### config.mk
export PLATFORM = sky130hd
export DESIGN_NAME = stage_sequencer
export DESIGN_NICKNAME = d
export VERILOG_FILES = /design/src/rtl/stage_sequencer.sv
export SDC_FILE = /design/constraint.sdc
export NUM_CORES = 1
export LEC_CHECK = 0
export BUFFER_PORTS_ARGS = -buffer_cell sky130_fd_sc_hd__buf_2
export CORE_MARGIN = 2
export CORE_UTILIZATION = 40
export DETAILED_ROUTE_END_ITERATION = 8
export PLACE_DENSITY = 0.66
export SLEW_MARGIN = 20
export SYNTH_ARGS = -nofsm -noshare
export SYNTH_HDL_FRONTEND = slang
export SYNTH_SLANG_ARGS = --single-unit
### constraint.sdc
create_clock -name clk -period 3.3 [get_ports clk]
set_input_delay 0.66 -clock clk [delete_from_list [all_inputs] [get_ports clk]]
set_output_delay 0.66 -clock clk [all_outputs]
set_load 0.005 [all_outputs]
### src/rtl/stage_sequencer.sv
// Multi-cycle stage sequencer: walks IF/ID/EX/MEM/WB per opcode class, halts on undefined opcodes.
// Control outputs are combinational from the stage; IF and MEM hold while mem_ready is low (STALL_EN=1).
module stage_sequencer #(
  parameter bit STALL_EN = 1'b1
) (
  input  logic        clk,
  input  logic        rst_n,
  input  logic [5:0]  OP,
  input  logic        mem_ready,
  output logic [2:0]  state,
  output logic [2:0]  next_state,
  output logic        IRwrite,
  output logic        PCwrite,
  output logic        instr_done,
  output logic        illegal_op,
  output logic [15:0] retired
);

  typedef enum logic [2:0] {
    S_IF   = 3'b000,
    S_ID   = 3'b001,
    S_EX   = 3'b010,
    S_MEM  = 3'b011,
    S_WB   = 3'b100,
    S_HALT = 3'b101
  } stage_e;

  typedef enum logic [2:0] {
    C_ALU, C_LOAD, C_STORE, C_BR, C_JMP, C_STK, C_POP, C_ILL
  } op_class_e;

  stage_e      state_q, state_d;
  logic        illegal_q, illegal_d;
  logic [15:0] retired_q, retired_d;
  op_class_e   op_class;
  logic        mem_ok;
  logic        last_cycle;

  assign mem_ok = mem_ready | ~STALL_EN;

  always_comb begin
    op_class = C_ILL;
    case (OP)
      6'b000000, 6'b000001, 6'b000010,
      6'b000011, 6'b000100:             op_class = C_ALU;
      6'b000101, 6'b000110:             op_class = C_LOAD;
      6'b000111:                        op_class = C_STORE;
      6'b001000, 6'b001001,
      6'b001010, 6'b001011:             op_class = C_BR;
      6'b001100:                        op_class = C_JMP;
      6'b001101, 6'b001110, 6'b001111:  op_class = C_STK;
      6'b010000:                        op_class = C_POP;
      default:                          op_class = C_ILL;
    endcase
  end

  always_comb begin
    state_d = state_q;
    case (state_q)
      S_IF:  state_d = mem_ok ? S_ID : S_IF;
      S_ID: begin
        case (op_class)
          C_ALU, C_LOAD, C_STORE, C_BR: state_d = S_EX;
          C_JMP:                        state_d = S_IF;
          C_STK, C_POP:                 state_d = S_MEM;
          default:                      state_d = S_HALT;
        endcase
      end
      S_EX: begin
        case (op_class)
          C_ALU:           state_d = S_WB;
          C_LOAD, C_STORE: state_d = S_MEM;
          default:         state_d = S_IF;
        endcase
      end
      S_MEM: begin
        if (!mem_ok)                                     state_d = S_MEM;
        else if (op_class == C_LOAD || op_class == C_POP) state_d = S_WB;
        else                                             state_d = S_IF;
      end
      S_WB:    state_d = S_IF;
      S_HALT:  state_d = S_HALT;
      default: state_d = S_IF;
    endcase
    // Reset overrides everything so the control unit sees IF as the upcoming stage.
    if (!rst_n) state_d = S_IF;
  end

  assign last_cycle = rst_n && (state_q != S_IF) && (state_q != S_HALT) && (state_d == S_IF);

  assign IRwrite    = rst_n && (state_q == S_IF) && (state_d == S_ID);
  assign PCwrite    = last_cycle;
  assign instr_done = last_cycle;

  assign illegal_d = illegal_q | ((state_q == S_ID) && (state_d == S_HALT));
  assign retired_d = retired_q + 16'(instr_done);

  always_ff @(posedge clk) begin
    if (!rst_n) begin
      state_q   <= S_IF;
      illegal_q <= 1'b0;
      retired_q <= 16'h0000;
    end else begin
      state_q   <= state_d;
      illegal_q <= illegal_d;
      retired_q <= retired_d;
    end
  end

  assign state      = state_q;
  assign next_state = state_d;
  assign illegal_op = illegal_q;
  assign retired    = retired_q;

endmodule

==> key figures <==
Detailed routing
  • Vias: 1094
  • Final wirelength: 2570 um
  • DR vias/cell: 5.11
  • Post-DRT Antenna Nets: 0
  • Wirelength per Cell: 12.0 um
  • DRC: 0
  • 1st-iter DRT viols: 22
  • DR pass1 iterations: 4

STA
  • FMAX: 322 MHz
  • Clk_skew: 0.00876 ns
  • Final WS setup: 0.195 ns
  • Pins Over Slew Limit: 0
  • Final Hold Viols: 0
  • Worst rel slew slack: 0.698
  • Fin crit share: 0.941
  • Worst-margin pin slew: 0.447 ns
  • Crit path time final: 3.11 ns
  • Endpoints failing setup: 0

Worst setup path
  • Reg2reg path depth: 11
  • Crit-path max FO: 4
  • Required @ worst endpoint: 3.52 ns
  • Worst setup EP type: register
  • Type of the worst setup path: in2reg
  • Arrival time at the worst endpoint: 3.33 ns
  • CP Launch Type: input port

Floorplanning
  • IO Pins: 35
  • Width of the die: 58.1 um
  • Die Span Y: 58.1 um
  • Row count: 19
  • Core area: 2760 um2
  • Initial Util: 0.424
  • Die area: 3370 um2

Synth
  • Syn Inst Count: 137
  • Synth Area per Inst: 8.54 um2
  • Post-synth EDFFs: 0
  • Mapped Area: 1170 um2
  • Area leader, netlist: dfxtp_1
  • Synth Register Bits: 20
  • Post-synthesis sequential area ratio: 0.342
  • Post-synth cell types: 39
  • Synth top area share: 0.342
  • Post-synth top flop: dfxtp_1
  • Warnings from Yosys: 0
  • Post-Syn Nets: 150
  • Ys async rst share: 0
  • Synth top area cells: dfxtp_1 34%, and2_1 8.6%, xnor2_1 5.2%, xor2_1 5.2%, ha_1 4.3%

Clocking
  • Clk_lat worst skew: 0.30 ns
  • Number of CTS-inserted buffers: 3
  • H-tree levels: 1
  • Root Driver: clkbuf_4
  • CTS tree: built
  • Clock transition at the registers of the reported paths: 0.11 ns
  • Longest Clk Path Bufs: 2
  • TritonCTS sink count: 20

Job
  • Max-cap violations: 0

Cells and area
  • Nets: 198
  • Ratio of cells with drive above 1 in the final layout: 0.306
  • Inserted Diodes: 0
  • Final std cells w/o fill: 214
  • Synth-to-Final Area Change: 26.3%

Run status
  • Status: finished, final reports clean

GRT
  • Initial antenna violation count: 0
  • Largest net degree at the start of global routing: 21
  • Vias in the first global route: 1043
  • Grt ovf: 0
  • Total GRT Usage: 0.170
  • First-pass GRT wire length: 4540 um

Placed design
  • Pre-CTS setup slack: -0.107 ns
  • Post-DP HPWL: 2030 um
  • Placed cell count: 210
  • PortBufs: 34
  • RD Place Congestion: 0.814

Power and ir drop
  • Leak: 0.725 nW
  • Power, Total: 0.000459 W
  • Worst ir drop on vdd: 266 uV
  • Power Density: 311 nW/um2

Hold path
  • Hold Path Depth: 1
  • Worst Hold Class: reg2reg
## cell usage after synthesis (all sizes together) (2+ instances only)
master and number:
dfxtp 20, a21boi 3, ha 4, o21ai 6
nand2 8, nor4b 2, o211ai 2, nand3 6
nor2b 2, and2 16, buf 4, and3b 2
and4 2, xor2 7, and3 2, inv 6
nand4 3, a211oi 2, a31oi 3, nor2 9
xnor2 7, a21oi 3, or3 3, clkbuf 2
nor3 2
## power breakdown
group / internal [W] / switching [W]
clock: 0.0000425 / 0.0000686
combinational: 0.0000465 / 0.0000460
sequential: 0.000247 / 0.00000792
## state kept, by name, summed over array words and instances (netlist names)
signal	flops
state	3
illegal_op	1
retired	16
## critical path, cell delays in order
cell	delay, ns
buf_2	0.11
inv_1	0.05
ha_1	0.16
or3b_1	0.38
a211oi_2	0.28
o211a_1	0.20
nor2_2	0.05
a211oi_2	0.24
ha_1	0.20
ha_1	0.15
and2_1	0.15
nand4_1	0.17
or3_1	0.37
a21boi_0	0.16
## cell usage in the layout, fill, tap and decap left out, types with 3 or more instances in the layout
master    count
a21boi_0      3
a21oi_1       3
nand2_1       8
xor2_1        7
ha_1          4
and2_1       16
o21ai_0       6
dfxtp_1      20
nand4_1       3
buf_4        15
nand3_1       6
buf_2        34
a31oi_1       3
clkbuf_4      3
nor2_1        8
inv_1         6
or3_1         3
xnor2_1       7
## cells by family (layout without fill, tap and decap cells)
| kind of cell | Yosys count | in the layout | synth area share |
|---|---|---|---|
| and+or+nand+nor | 65 | 65 | 0.329 |
| AOI/OAI and AO/OA | 22 | 22 | 0.130 |
| DFF | 20 | 20 | 0.342 |
| xor gates and xnor gates | 14 | 14 | 0.105 |
| buffers and inverters | 12 | 58 | 0.0503 |
| adders and majority gates | 4 | 4 | 0.0428 |
## final timing paths
path	from	endpoint	slack (ns)
worst max-delay path	OP[0]	retired[14]	0.19
worst min-delay path	illegal_op	illegal_op	0.47
worst max register to register	state[2]	retired[14]	0.56
worst min register to register	illegal_op	illegal_op	0.47
## layout make-up
cell class / count / area [um2]
inverter: 6 / 22.5
clock buffer: 3 / 22.5
sequential: 20 / 400
multi-input combinational: 105 / 711
tap: 31 / 38.8
timing repair buffer: 49 / 283
fill: 291 / 1280
## metrics by stage
step	setup TNS, ns	hold WS (ns)	area [um2]	utilization
after floorplan	0	0.464	1170	-
after global placement	-0.0281	0.448	1450	0.525
after detailed placement	-0.268	0.452	1450	0.525
after CTS	0	0.479	1470	0.533
after global routing	-0.00574	0.533	1480	0.536
final	0	0.474	1480	0.536
## repair_timing
| action | in CTS | in global routing |
|---|---|---|
| hold buffers | 0 | 0 |
| endpoints found under the setup margin | 0 | 1 |
| setup buffers | 0 | 1 |
| resized for setup | 0 | 0 |
| hold endpoints to repair | 0 | 0 |
## metal layers
metal	share of wire	vias to the layer above	GRT usage
met1	0.46	497	0.199
met2	0.50	20	0.317
met4	0.0082	0	0.0399
met5	0	-	0
met3	0.031	4	0.0335
li1	-	573	-
(Power assumes the default switching activity.)
